**src/rtl/serial_pkg.sv**
```systemverilog
// ============================================================================
// serial_pkg : shared state encoding, clamp helper and width default for the
//              serial transaction sequencer and clock generator.
// Revision   : 1.0
// ============================================================================
`default_nettype none

package serial_pkg;

  localparam int P_W_DEF = 32;

  typedef enum logic [0:0] {
    ST_IDLE = 1'b0,
    ST_RUN  = 1'b1
  } state_e;

  function automatic logic [31:0] clamp1(input logic [31:0] x);
    return (x == 32'd0) ? 32'd1 : x;
  endfunction

endpackage

`default_nettype wire

```
**src/rtl/serial_seq.sv**
```systemverilog
// ============================================================================
// serial_seq : transaction sequencer feeding the serial clock generator;
//              owns the cnt timebase and shifts data out msb-first.
// Revision   : 1.0
// ============================================================================
`default_nettype none

module serial_seq
  import serial_pkg::*;
#(
  parameter int   P_W      = P_W_DEF,
  parameter logic P_D_IDLE = 1'b0
) (
  input  logic        clk,
  input  logic        rst,
  input  logic        start,
  input  logic [31:0] din,
  input  logic [7:0]  ncyc_in,
  input  logic [31:0] n0_in,
  input  logic [31:0] n1_in,
  input  logic [31:0] n2_in,
  output logic [31:0] cnt,
  output logic [7:0]  ncyc,
  output logic [31:0] n0,
  output logic [31:0] n1,
  output logic [31:0] n2,
  output logic        dout,
  output logic        busy,
  output logic        done
);

  state_e         st_q, st_d;
  logic [31:0]    cnt_q, cnt_d;
  logic [7:0]     ncyc_q, ncyc_d;
  logic [31:0]    n0_q, n0_d;
  logic [31:0]    n1_q, n1_d;
  logic [31:0]    n2_q, n2_d;
  logic [P_W-1:0] sr_q, sr_d;
  logic [7:0]     bit_cnt_q, bit_cnt_d;
  logic [31:0]    nxt_q, nxt_d;
  logic           dout_q, dout_d;
  logic           done_q, done_d;

  logic [31:0]    ncyc_wide;
  logic [7:0]     ncyc_cl;
  logic [7:0]     sh_amt;
  logic [31:0]    din_aligned;
  logic [31:0]    cnt_inc;

  // Events are matched against the value cnt takes on this edge, so bit k
  // lands on the same edge where cnt becomes n0 + k*(n1+n2).
  always_comb begin
    ncyc_wide = clamp1({24'd0, ncyc_in});
    ncyc_cl   = ncyc_wide[7:0];
    if (ncyc_cl > 8'(P_W)) begin
      ncyc_cl = 8'(P_W);
    end
    sh_amt      = 8'(P_W) - ncyc_cl;
    din_aligned = din << sh_amt;
    cnt_inc     = cnt_q + 32'd1;
  end

  always_comb begin
    st_d      = st_q;
    cnt_d     = cnt_q;
    ncyc_d    = ncyc_q;
    n0_d      = n0_q;
    n1_d      = n1_q;
    n2_d      = n2_q;
    sr_d      = sr_q;
    bit_cnt_d = bit_cnt_q;
    nxt_d     = nxt_q;
    dout_d    = dout_q;
    done_d    = 1'b0;

    case (st_q)
      ST_IDLE: begin
        cnt_d = 32'd0;
        if (start) begin
          st_d      = ST_RUN;
          ncyc_d    = ncyc_cl;
          n0_d      = clamp1(n0_in);
          n1_d      = clamp1(n1_in);
          n2_d      = clamp1(n2_in);
          sr_d      = din_aligned[P_W-1:0];
          bit_cnt_d = 8'd0;
          nxt_d     = clamp1(n0_in);
        end
      end
      ST_RUN: begin
        cnt_d = cnt_inc;
        if (cnt_inc == nxt_q) begin
          if (bit_cnt_q < ncyc_q) begin
            dout_d    = sr_q[P_W-1];
            sr_d      = sr_q << 1;
            nxt_d     = nxt_q + n1_q + n2_q;
            bit_cnt_d = bit_cnt_q + 8'd1;
          end else begin
            st_d   = ST_IDLE;
            cnt_d  = 32'd0;
            dout_d = P_D_IDLE;
            done_d = 1'b1;
          end
        end
      end
      default: st_d = ST_IDLE;
    endcase
  end

  always_ff @(posedge clk) begin
    if (rst) begin
      st_q      <= ST_IDLE;
      cnt_q     <= 32'd0;
      ncyc_q    <= 8'd1;
      n0_q      <= 32'd1;
      n1_q      <= 32'd1;
      n2_q      <= 32'd1;
      sr_q      <= '0;
      bit_cnt_q <= 8'd0;
      nxt_q     <= 32'd1;
      dout_q    <= P_D_IDLE;
      done_q    <= 1'b0;
    end else begin
      st_q      <= st_d;
      cnt_q     <= cnt_d;
      ncyc_q    <= ncyc_d;
      n0_q      <= n0_d;
      n1_q      <= n1_d;
      n2_q      <= n2_d;
      sr_q      <= sr_d;
      bit_cnt_q <= bit_cnt_d;
      nxt_q     <= nxt_d;
      dout_q    <= dout_d;
      done_q    <= done_d;
    end
  end

  assign cnt  = cnt_q;
  assign ncyc = ncyc_q;
  assign n0   = n0_q;
  assign n1   = n1_q;
  assign n2   = n2_q;
  assign dout = dout_q;
  assign busy = (st_q == ST_RUN);
  assign done = done_q;

endmodule

`default_nettype wire
```
**config.mk**
```make
export PLATFORM = sky130hd
export DESIGN_NAME = serial_seq
export DESIGN_NICKNAME = d
export VERILOG_FILES = /design/src/rtl/serial_pkg.sv /design/src/rtl/serial_seq.sv
export SDC_FILE = /design/constraint.sdc
export NUM_CORES = 1
export LEC_CHECK = 0
export ABC_AREA = 1
export BUFFER_PORTS_ARGS = -buffer_cell sky130_fd_sc_hd__buf_2
export CORE_MARGIN = 3
export CORE_UTILIZATION = 57
export CTS_CLUSTER_SIZE = 8
export DETAILED_ROUTE_END_ITERATION = 8
export PLACE_DENSITY_LB_ADDON = 0.08
export RECOVER_POWER = 100
export SLEW_MARGIN = 20
export SYNTH_ARGS = -nofsm -noshare
export SYNTH_HDL_FRONTEND = slang
export SYNTH_SLANG_ARGS = --single-unit
```
**constraint.sdc**
```tcl
create_clock -name clk -period 4.49 [get_ports clk]
set_input_delay 0.2245 -clock clk [delete_from_list [all_inputs] [get_ports clk]]
set_output_delay 0.2245 -clock clk [all_outputs]
set_load 0.03 [all_outputs]
```
==> impl_metrics.ini <==
[outcome]
status = complete, but fails checks
violations = capacitance limit, slew limit

[drt]
drt-wirelength-per-cell_um = 19.2
drcViolationCount = 0
met2_length_um = 26200
drt-met1-wl_um = 22000
firstDrtPassIters = 7
num_vias = 17600
vias_per_cell = 5.83
drtIter0Drc = 2426
highest_layer = met5
ant_nets = 0
wirelength_um = 58000
wl_met3_um = 6260

[timing]
worst_pin_slew_ps = 2050
fin_crit_ps = 4180
fin_crit_sh_pct = 93.2
rsz0062_at_grt = false
final-hold-violation-count = 0
maxSlewViolCount = 31
setup_tns_ps = 0
finClkSkew_ps = 42.1
setup_ws_ps = 305
max_slew_margin_pct = -36.5
setup_viol = 0
fmax_ghz = 0.239

[synthesis]
synth_flop_cell = dfxtp_1
synth_top_area_share_pct = 29.0
synth_cell_types = 47
syn_nets = 2585
ys_top_cells_by_area = dfxtp_1 (29%), nand2_1 (21%), nand3_1 (9.1%)
syn_area_um2 = 14600
synthArstFlopShare_pct = 0
ys_top_cells_by_count = nand2_1 (802), nor2_1 (270), nand3_1 (264)
synth_edf_count = 0
ys_ff_latch = 211
synth.most_common_cell = nand2_1
synth_cells = 2374
synth_warnings = 0
yosysSeqAreaShare_pct = 29.0
yosys.area.top_type = dfxtp_1
syn_area_per_cell_um2 = 6.13

[grt]
grt_max_degree = 72
antenna_found_initial = 2
grt_overflow = 0
grtUsageTotal_pct = 40.1
grt_pass1_vias = 17000
grt_first_pass_wirelength_um = 90300

[die]
die-area_um2 = 27500
die_x_um = 166
core-area_um2 = 24700
ios = 278
start_util_pct = 59.0
die_h_um = 166
placementRows = 57

[critical_path]
slowest_delay_ps = 670
worstSetupPathType = reg2reg
critical_path_buf_inv_count = 2
crit_path_cell_trace = ha_1 -> nand2_1 -> nor2_4 -> nand2_2 -> nor2_2 -> nand2_1 -> nand2_1 -> nand2_1 -> nand2_1 -> inv_2 -> nor2_1 -> nand2_1 -> nor2_1 -> nand3_1 -> nand2_2 -> nand3_4 -> buf_4 -> a21oi_1 -> nor2_1
start_kind = flip-flop
crit_family = simple AND/OR/NAND/NOR gates
cp_common_cell = nand2_1
crit_required_ps = 4920
crit_arrival_ps = 4620
cp_max_fo = 51
setup.worst_path.end_class = flip-flop
cp_slowest_cell = dfxtp_1

[place]
dp.final_hpwl_um = 41500
gp_congestion = 1.02
pre_cts_ws_ps = 492
portBuffers = 277
place_inst = 2899

[pwr]
power.leakage_nw = 8.53
peakVddDrop_v = 0.000309
p_per_area_nw_per_um2 = 357
total_power_mw = 6.29

[clocking]
root_buffer = clkbuf_16
numCtsBuffers = 30
insertion_delay_ps = 580
clock_path_buffers = 3
clkTransAtPathRegs_ps = 50
clock_sinks = 211
cts_tree = yes
cts_max_level = 1

[cells_and_area]
final_cell_count_no_fill = 3025
drive_above_1_share_pct = 8.41
area_growth_pct = 21.2
nets = 2909

[min_path]
hold_path_class = in2reg

[flow_run]
max_cap_violations = 1
-- worst register-to-register path: stages, from the launching register on --
cell and delay [ps]:
dfxtp_1 670, ha_1 450, nand2_1 190, nor2_4 280, nand2_2 150, nor2_2 170, nand2_1 90, nand2_1 100
nand2_1 50, nand2_1 90, inv_2 30, nor2_1 110, nand2_1 70, nor2_1 110, nand3_1 160, nand2_2 430
nand3_4 120, buf_4 360, a21oi_1 350, nor2_1 70
-- power breakdown --
part           switching (mW)  internal [mW]  total (mW)
Sequential              0.170           2.03        2.20
Clock                   0.860           1.18        2.04
Combinational            1.38          0.670        2.05
-- sequential cells by signal (all words and copies together), names as in the netlist --
name and count:
cnt 32, n1 32, done 1, busy 1, nxt_q 32, dout 1
n2 32, n0 32, bit_cnt_q 8, ncyc 8, sr_q 32
-- routing by layer --
metal	vias to the layer above	track usage, %
li1	8259	-
met1	8032	51.3
met2	1114	65.8
met3	239	6.93
met4	2	19.7
met5	-	0
-- cell type report --
| type | instances | area (um^2) |
|---|---|---|
| Inverter | 246 | 923 |
| Clock inverter | 2 | 35.0 |
| Antenna cell | 1 | 2.50 |
| Multi-Input combinational cell | 1816 | 8980 |
| Sequential cell | 211 | 4220 |
| Fill cell | 2180 | 7050 |
| Timing Repair Buffer | 393 | 2300 |
| Tap cell | 324 | 405 |
| Clock buffer | 32 | 758 |
-- what timing repair did --
action,CTS,global route
setup buffers,0,0
gates resized for setup,0,0
endpoints found under the hold margin,91,0
hold buffers,91,0
-- per-stage QoR --
step,util (%),hold WS (ps),instance area [um^2]
2_1_floorplan,-,328,14600
3_3_place_gp,65.3,427,16100
3_5_place_dp,65.3,432,16100
4_1_cts,72.2,2.70,17800
5_1_grt,71.4,19.3,17600
6_report,71.4,12.3,17600
-- cells by family after synthesis --
family | after synthesis | synth area share (%)
AOI/OAI and AO/OA | 260 | 10.0
and+or+nand+nor | 1458 | 42.1
adders and majority gates | 72 | 7.84
xor gates and xnor gates | 26 | 1.66
DFF | 211 | 29.0
buffers and inverters | 347 | 9.36
-- layout by cell type, fill, tap and decap left out, types with 3 or more instances in the layout --
cell,n
nor2_2,10
a21boi_0,3
nor2_4,4
nand2_2,6
o211ai_1,7
a22oi_1,3
nor3_1,14
buf_2,138
clkbuf_16,30
inv_2,4
o21bai_1,12
xnor2_1,8
nand3_1,264
buf_4,22
inv_1,239
dlygate4sd3_1,91
xor2_1,17
clkbuf_1,142
nand2_1,803
a22o_1,11
o21ai_0,128
o21a_1,4
nand3b_1,7
nand4_1,46
dfxtp_1,211
a21oi_1,70
nor2_1,268
or2_2,7
fa_1,32
nor4_1,20
clkinv_1,3
ha_1,40
o22ai_1,10
-- worst paths after layout --
path / startpoint / end / slack [ps] / cells after the start
setup / recovery: cnt[0]$_SDFF_PP0_ / nxt_q[22]$_SDFFE_PP0P_ / 310 / 19
hold / removal: ncyc_in[2] / ncyc[2]$_SDFFE_PP0P_ / 10 / 3
setup reg to reg: cnt[0]$_SDFF_PP0_ / nxt_q[22]$_SDFFE_PP0P_ / 310 / 19
hold reg to reg: n0[30]$_SDFFE_PP0P_ / n0[30]$_SDFFE_PP0P_ / 460 / 2
Power figures use the tool's default switching activity.
